[config.mk]
export PLATFORM = sky130hd
export DESIGN_NAME = mbox_req_seq
export DESIGN_NICKNAME = d
export VERILOG_FILES = /design/src/rtl/mbox_req_seq.sv
export SDC_FILE = /design/constraint.sdc
export NUM_CORES = 1
export LEC_CHECK = 0
export BUFFER_PORTS_ARGS = -buffer_cell sky130_fd_sc_hd__buf_2
export CELL_PAD_IN_SITES_DETAIL_PLACEMENT = 0
export CELL_PAD_IN_SITES_GLOBAL_PLACEMENT = 1
export CORE_MARGIN = 2
export CORE_UTILIZATION = 35
export CTS_CLUSTER_DIAMETER = 30
export DETAILED_ROUTE_END_ITERATION = 10
export GPL_TIMING_DRIVEN = 0
export PLACE_DENSITY_LB_ADDON = 0.1
export SLEW_MARGIN = 5
export SYNTH_ARGS = -nofsm -noshare
export SYNTH_HDL_FRONTEND = slang
export SYNTH_SLANG_ARGS = --single-unit
export TNS_END_PERCENT = 1
[constraint.sdc]
create_clock -name clk -period 2 [get_ports clk]
set_input_delay 0 -clock clk [delete_from_list [all_inputs] [get_ports clk]]
set_output_delay 0 -clock clk [all_outputs]
set_load 0.005 [all_outputs]
[src/rtl/mbox_req_seq.sv]
// EBOX-side memory request sequencer: turns MCL cycle requests into MBOX
// requests, tracks read-pause-write interlocks, page fails and NXM timeouts.
module mbox_req_seq (
  input  logic        clk,
  input  logic        RESET,
  input  logic        MBOX_CYC_REQ,
  input  logic        LOAD_AR,
  input  logic        LOAD_ARX,
  input  logic        VMA_PAUSE,
  input  logic        VMA_WRITE,
  input  logic        VMA_FETCH,
  input  logic [22:0] VMA,
  input  logic        MB_WAIT,
  input  logic        MBOX_ACK,
  input  logic        MBOX_RD_DONE,
  input  logic        MBOX_WR_DONE,
  input  logic        PAGE_FAIL,
  input  logic        PF_CLR,
  output logic        EBOX_REQ,
  output logic        EBOX_RD,
  output logic        EBOX_WR,
  output logic [22:0] EBOX_ADDR,
  output logic        RPW_LOCK,
  output logic        AR_LOAD_EN,
  output logic        ARX_LOAD_EN,
  output logic        STALL,
  output logic        PF_HOLD,
  output logic        NXM,
  output logic        BUSY
);

  localparam int unsigned WD_W   = 8;
  localparam logic [WD_W-1:0] WD_MAX = WD_W'(255);

  typedef enum logic [2:0] {
    S_IDLE, S_REQ, S_RDWAIT, S_WRWAIT, S_PAUSE, S_FAIL
  } state_t;

  state_t          state;
  logic            rd_q;
  logic            ld_ar_q;
  logic            ld_arx_q;
  logic            pause_q;
  logic [WD_W-1:0] wd;

  logic new_rd;
  logic new_wr;
  logic wait_st;

  assign new_rd  = LOAD_AR | LOAD_ARX | VMA_FETCH;
  assign new_wr  = ~new_rd & VMA_WRITE;
  assign wait_st = (state == S_REQ) || (state == S_RDWAIT) || (state == S_WRWAIT);

  // State decodes; MBOX sees direction only while the request is up.
  assign EBOX_REQ = (state == S_REQ);
  assign EBOX_RD  = EBOX_REQ & rd_q;
  assign EBOX_WR  = EBOX_REQ & ~rd_q;
  assign BUSY     = (state != S_IDLE);
  assign STALL    = (MB_WAIT & wait_st) | (MBOX_CYC_REQ & (wait_st | (state == S_FAIL)));

  always_ff @(posedge clk) begin
    if (RESET) begin
      state       <= S_IDLE;
      rd_q        <= 1'b0;
      ld_ar_q     <= 1'b0;
      ld_arx_q    <= 1'b0;
      pause_q     <= 1'b0;
      wd          <= '0;
      EBOX_ADDR   <= '0;
      RPW_LOCK    <= 1'b0;
      AR_LOAD_EN  <= 1'b0;
      ARX_LOAD_EN <= 1'b0;
      PF_HOLD     <= 1'b0;
      NXM         <= 1'b0;
    end else begin
      AR_LOAD_EN  <= 1'b0;
      ARX_LOAD_EN <= 1'b0;
      wd          <= '0;
      if (PF_CLR) begin
        PF_HOLD <= 1'b0;
        NXM     <= 1'b0;
      end
      if (PAGE_FAIL && (state != S_IDLE)) begin
        state    <= S_FAIL;
        PF_HOLD  <= 1'b1;
        RPW_LOCK <= 1'b0;
      end else begin
        case (state)
          S_IDLE: begin
            if (MBOX_CYC_REQ && (new_rd || new_wr)) begin
              state     <= S_REQ;
              EBOX_ADDR <= VMA;
              rd_q      <= new_rd;
              ld_ar_q   <= LOAD_AR | VMA_FETCH;
              ld_arx_q  <= LOAD_ARX;
              pause_q   <= VMA_PAUSE;
              RPW_LOCK  <= new_rd & VMA_PAUSE;
            end
          end
          S_REQ: begin
            if (MBOX_ACK) begin
              state <= rd_q ? S_RDWAIT : S_WRWAIT;
            end else if (wd == WD_MAX) begin
              state    <= S_FAIL;
              NXM      <= 1'b1;
              RPW_LOCK <= 1'b0;
            end else begin
              wd <= wd + WD_W'(1);
            end
          end
          S_RDWAIT: begin
            if (MBOX_RD_DONE) begin
              AR_LOAD_EN  <= ld_ar_q;
              ARX_LOAD_EN <= ld_arx_q;
              state       <= pause_q ? S_PAUSE : S_IDLE;
              if (!pause_q) RPW_LOCK <= 1'b0;
            end else if (wd == WD_MAX) begin
              state    <= S_FAIL;
              NXM      <= 1'b1;
              RPW_LOCK <= 1'b0;
            end else begin
              wd <= wd + WD_W'(1);
            end
          end
          S_WRWAIT: begin
            if (MBOX_WR_DONE) begin
              state    <= S_IDLE;
              RPW_LOCK <= 1'b0;
            end else if (wd == WD_MAX) begin
              state    <= S_FAIL;
              NXM      <= 1'b1;
              RPW_LOCK <= 1'b0;
            end else begin
              wd <= wd + WD_W'(1);
            end
          end
          S_PAUSE: begin
            // A write completes the interlocked pair; anything else starts afresh.
            if (MBOX_CYC_REQ) begin
              if (VMA_WRITE) begin
                state    <= S_REQ;
                rd_q     <= 1'b0;
                ld_ar_q  <= 1'b0;
                ld_arx_q <= 1'b0;
                pause_q  <= 1'b0;
              end else if (new_rd) begin
                state     <= S_REQ;
                EBOX_ADDR <= VMA;
                rd_q      <= 1'b1;
                ld_ar_q   <= LOAD_AR | VMA_FETCH;
                ld_arx_q  <= LOAD_ARX;
                pause_q   <= VMA_PAUSE;
                RPW_LOCK  <= VMA_PAUSE;
              end else begin
                state    <= S_IDLE;
                RPW_LOCK <= 1'b0;
              end
            end
          end
          S_FAIL: begin
            if (PF_CLR) state <= S_IDLE;
          end
          default: state <= S_IDLE;
        endcase
      end
    end
  end

endmodule
## Yosys cells after proc, flatten, opt, wreduce, memory -nomap -nowiden

Cells that the tools add are included.

| storage, ports and cells | value |
|---|---|
| flip-flop bits (word level) | 43 |
| bits of input ports | 37 |
| output and inout bits | 33 |
| logic and storage cells | 126 |

| operators by class | value |
|---|---|
| $add $sub $neg | 1 |
| equal/unequal tests | 17 |
| mux-type cells | 62 |
| bitwise logic cells | 16 |
| reduce and logical (&&, ||, !) cells | 17 |

Operators with widths:

| operator | count |
|---|---|
| $mux 23 | 4 |
| $pmux 23 s2 | 1 |
| $mux 1 | 36 |
| $mux 8 | 4 |
| $mux 3 | 9 |
| $pmux 8 s3 | 1 |
| $pmux 3 s6 | 1 |
| $ne 2x2->1 const B | 6 |
| $ne 3x3->1 const B | 4 |
| $reduce_and 6->1 | 2 |
| $add 8x1->8 const B | 1 |
| $eq 8x8->1 const B | 1 |
| $pmux 1 s2 | 4 |
| $and 1x1->1 | 6 |
| $eq 3x2->1 const B | 2 |
| $eq 3x3->1 const B | 2 |
| $reduce_and 3->1 | 2 |
| $not 1->1 | 5 |
| $or 1x1->1 | 5 |
| $pmux 1 s5 | 1 |
| $reduce_and 5->1 | 1 |
| $reduce_bool 5->1 | 1 |
| $reduce_bool 2->1 | 2 |
| $reduce_or 4->1 | 1 |
| other kinds (8) | 11 |

## Depth between registers and ports, before layout

| depth | value |
|---|---|
| depth after elaboration | 9 |
| gate-level depth with buffers | 7 |
| gate-level depth less buffers | 6 |

## Worst setup path before layout

Ideal clock, no wire load.

| timing path | value |
|---|---|
| path type | reg-to-reg |
| start point | register state[0] |
| end point | register EBOX_ADDR[3] |
| library setup time | 0.128 ns |
| arrival time | 1.439 ns |
| data required time | 1.872 ns |
| slack | 0.433 ns |
| stages on the path, launching flop included | 8 |
| path buffers | 2 |
| clock period less this slack | 1.567 ns |
| path through | dfxtp_1 > buf_2 > nor2_1 > and3_4 > nand2_4 > buf_12 > mux2i_1 > nor2_1 |

| between the ends | value |
|---|---|
| cells in the longest elaborated chain, start to end | 4 |
| elaborated cells between the ends (all ways) | 12 |
| those cells by class | 5 x eq/ne; 1 x mux; 1 x bitwise; 5 x reduce/logical |

RTL lines:

| item | RTL line | source |
|---|---|---|
| from (decl) | 39 | `state_t state;` |
| from (signal assigned) | 102 | `state <= rd_q ? S_RDWAIT : S_WRWAIT;` |
| from (signal assigned) | 115 | `state <= pause_q ? S_PAUSE : S_IDLE;` |
| branches (longest 4 deep; another with $reduce_and 6->1) | - |  |
| to (signal assigned) | 69 | `EBOX_ADDR <= '0;` |
| to (signal assigned) | 92 | `EBOX_ADDR <= VMA;` |
| to (signal assigned) | 148 | `EBOX_ADDR <= VMA;` |
| to (decl) | 22 | `output logic [22:0] EBOX_ADDR,` |

Parallel ways; which one is timed is not known.
A chain may end at the register's enable or synchronous reset.

## Worst setup path in the final report

| timing path | value |
|---|---|
| start point | register state[1] |
| end point | register wd[7] |

| between the ends | value |
|---|---|
| cells in the longest elaborated chain, start to end | 3 |
| elaborated cells between the ends (all ways) | 7 |
| those cells by class | 3 x eq/ne; 1 x mux; 3 x reduce/logical |

RTL lines:

| item | RTL line | source |
|---|---|---|
| branches (longest 3 deep; another with $pmux 8 s3) | - |  |
| to (signal assigned) | 108 | `wd <= wd + WD_W'(1);` |
| to (signal assigned) | 122 | `wd <= wd + WD_W'(1);` |
| to (signal assigned) | 134 | `wd <= wd + WD_W'(1);` |
| to (decl) | 44 | `logic [WD_W-1:0] wd;` |

Parallel ways; which one is timed is not known.

==> qor.txt <==
=======================================================================================
Number of antenna violations at the first check in global routing ........            0
Placed cells .............................................................          347
Yosys Warn Count .........................................................            0
Pwr per Cell Area ........................................................   969 nW/µm²
Fraction of final layout cells sized beyond drive strength 1 .............        0.282
Worst hold margin ........................................................      18.0 ps
Netlist Area Pre-Place ...................................................     1910 µm²
Placed standard-cell area ................................................     2340 µm²
Worst Max-Slew Pin Slew ..................................................       505 ps
Library cells used by synthesis ..........................................           45
Count of input and output buffers ........................................           68
Clk root buf .............................................................     clkbuf_8
Internal power summed over all cells .....................................      1.78 mW
Min Tclk post-route ......................................................      1780 ps
CP startpoint ............................................................ state[1]$_SDFFE_PP0P_
Setup slack on the worst flop-to-flop path ...............................       220 ps
Full die area ............................................................     6060 µm²
Max H-tree Level .........................................................            2
Starting density of the core .............................................        0.369
Total negative slack .....................................................         0 ps
Worst min path class ..................................................... primary input to flip-flop
Worst setup path category ................................................ flip-flop to flip-flop
Number of detailed-routing iterations run before antenna repair ..........            4
Post-placement setup slack ...............................................       153 ps
Flip-flop and latch count after synthesis ................................           43
Share of the clock period used by the worst path after layout ............        0.890
Number of setup buffers added after CTS ..................................            0
Biggest fanout along the worst timing path ...............................            8
Number of enable flip-flop cells after synthesis .........................            0
Clock Latency Late Sink ..................................................       290 ps
Type of element launching the critical path ..............................    flip-flop
Average routed wire per standard cell ....................................      12.5 µm
Hold Path Origin .........................................................     MBOX_ACK
Fraction of registers with async set/reset ...............................            0
Run status ...............................................................    completed
Count of endpoints failing setup in the final report .....................            0
Unrepaired setup endpoints after global routing ..........................        false
GR Overflow Total ........................................................            0
DPL Wire Length ..........................................................      3.28 mm
TritonCTS Buffers ........................................................            5
Count of placed standard cells in the final layout, fillers left out .....          378
Combinational fraction of design power ...................................        0.355
Fillers ..................................................................          508
Layout Area Growth over Synthesis ........................................        40.5%
Leading register cell type out of synthesis ..............................      dfxtp_1
Worst min-delay path endpoint ............................................ state[1]$_SDFFE_PP0P_
Static leakage ...........................................................      1.28 nW
Portion of total power attributed to sequential cells ....................        0.396
Post-synthesis area per instance .........................................     9.13 µm²
Clock network power share ................................................        0.250
Number of nets at the end of the flow ....................................          346
Relative max-transition margin ...........................................        0.663
Clock tree skew after final layout .......................................      5.81 ps
Synthesized net count ....................................................          247
Global placement routability congestion ..................................        0.738
Sw Share .................................................................        0.313
Post-DRT Antenna Nets ....................................................            0
CTS Buffer Depth .........................................................            2
Worst Setup Slack, final .................................................       220 ps
Routed WL ................................................................      4.73 mm
Max Freq .................................................................      562 MHz
Post-synthesis sequential area ratio .....................................        0.451
Worst path arrival time ..................................................      2000 ps
Clk sink count ...........................................................           43
DRC violation count after routing ........................................            0
Number of instances in the synthesized netlist ...........................          209
Clock tree from TritonCTS ................................................          yes
Final non-filler cell area ...............................................     2680 µm²
First-pass GRT wire length ...............................................      7.80 mm
Maximum capacitance violations ...........................................            0
Startpoint of the worst register-to-register path ........................ state[1]$_SDFFE_PP0P_
Via count ................................................................        1,761
Vias per std cell ........................................................         4.66
Count of final hold-check violations .....................................            0
Cells on worst reg2reg path ..............................................            5
Worst r2r dst ............................................................ wd[7]$_SDFF_PP0_
Hold Path Cell Cnt .......................................................            3
Number of violations reported at the end of detailed-routing iteration 0 .           45
Total global routing track utilization ...................................        0.161
Top Ports ................................................................           70
CP required ..............................................................      2220 ps
CORE AREA ................................................................     5170 µm²
Die Span X ...............................................................      77.8 µm
Number of global-route vias before repair ................................        1,619
Die height ...............................................................      77.8 µm
Max-slew violations ......................................................            0
Clock transition at path regs ............................................        80 ps
Pin count of the biggest net entering global routing .....................           13
Sw power .................................................................     0.813 mW
Rows .....................................................................           26
Final antenna diode count ................................................            0
CP Capture Type ..........................................................    flip-flop
Largest vdd supply drop ..................................................     0.548 mV
=======================================================================================
==> through the flow <==
step / util / power [mW]
finish: 0.518 / 2.60
global route: 0.518 / 2.78
CTS: 0.518 / 2.62
detailed placement: 0.452 / 1.93
global placement: 0.452 / 1.94
floorplan: - / 1.65
==> state kept, by name, indices dropped and copies added, names as in the netlist <==
register     flops
ld_arx_q         1
rd_q             1
RPW_LOCK         1
ld_ar_q          1
wd               8
AR_LOAD_EN       1
pause_q          1
NXM              1
state            3
EBOX_ADDR       23
PF_HOLD          1
ARX_LOAD_EN      1
==> worst max-delay path: stages (launching register included) <==
cell and delay (ps):
dfxtp_1 480, or4b_4 510, o31ai_2 100, nor3b_2 340, o21ai_2 160, nor2_1 130
==> metal layers <==
layer  wire length (µm)  GRT usage  up-vias
met5                  0          0        -
met4                 40     0.0482        0
met3                277     0.0395        4
met2               2210      0.261       52
met1               2200      0.211      780
li1                   -          -      925
==> kinds of logic (layout without fill, tap and decap cells) <==
kind of cell / count (synthesis) / after routing / synth area share
buf+inv: 13 / 112 / 0.0472
flops: 43 / 43 / 0.451
simple gates: 94 / 94 / 0.249
xor+xnor: 6 / 6 / 0.0275
mux: 23 / 23 / 0.121
compound gates: 29 / 29 / 0.0977
fa+ha+maj: 1 / 1 / 0.00656
==> area by class of cell <==
type / count / area [µm²] / area share
inverter: 3 / 11.3 / 0.00420
sequential: 43 / 861 / 0.321
clock inverter: 1 / 30.0 / 0.0112
multi-input combinational: 153 / 960 / 0.358
buffer: 10 / 78.8 / 0.0294
tap: 70 / 87.6 / 0.0327
timing repair buffer: 92 / 581 / 0.217
clock buffer: 6 / 72.6 / 0.0271
==> worst max path at each step <==
stage,end,slack (ps),depth (start not counted)
final,wd[7]$_SDFF_PP0_,220,5
after detailed placement,EBOX_ADDR[17]$_SDFFE_PP0P_,150,7
after global routing,wd[7]$_SDFF_PP0_,70,5
after global placement,EBOX_ADDR[3]$_SDFFE_PP0P_,130,7
after CTS,EBOX_ADDR[14]$_SDFFE_PP0P_,160,7
after floorplan,EBOX_ADDR[3]$_SDFFE_PP0P_,430,7
==> cells in the mapped netlist, types with 2 or more instances <==
master     n  area, µm²
dfxtp_1   43        861
nor2_1    39        146
mux2i_1   23        230
nand2_1   11       41.3
a21oi_1   10       50.1
nand3_1    9       45.0
nor3_1     7       35.0
and2_1     6       37.5
clkbuf_1   6       22.5
o21ai_0    6       30.0
xor2_1     5       43.8
inv_1      3       11.3
nor2b_1    3       18.8
and3_1     2       12.5
buf_12     2       40.0
nand2b_1   2       12.5
nand4_1    2       12.5
o31ai_1    2       15.0
or3_1      2       12.5
==> cells in the final DEF (no fill, tap or decap), drive strengths merged, types with 2 or more instances in the layout <==
| master | n |
|---|---|
| a21oi | 10 |
| and2 | 7 |
| and3 | 3 |
| buf | 72 |
| clkbuf | 12 |
| dfxtp | 43 |
| dlygate4sd3 | 24 |
| inv | 3 |
| mux2i | 23 |
| nand2 | 12 |
| nand2b | 2 |
| nand3 | 9 |
| nand4 | 2 |
| nor2 | 39 |
| nor2b | 3 |
| nor3 | 7 |
| nor3b | 2 |
| o21ai | 7 |
| o31ai | 3 |
| or3 | 2 |
| or4 | 2 |
| xor2 | 5 |
==> power by group through the flow <==
stage / Combinational (mW) / Sequential, mW / Clock (mW)
2_1_floorplan: 0.604 / 1.05 / 0
3_3_place_gp: 0.899 / 1.04 / 0
3_5_place_dp: 0.885 / 1.05 / 0
4_1_cts: 0.923 / 1.03 / 0.674
5_1_grt: 1.02 / 1.05 / 0.714
6_report: 0.921 / 1.03 / 0.648
==> what timing repair did <==
action / in CTS / in global routing
hold buffers: 24 / 0
endpoints found under the hold margin: 24 / 0
gates resized for setup: 0 / 1
endpoints found under the setup margin: 0 / 2
Note: power is estimated with default switching activity, not from simulation.
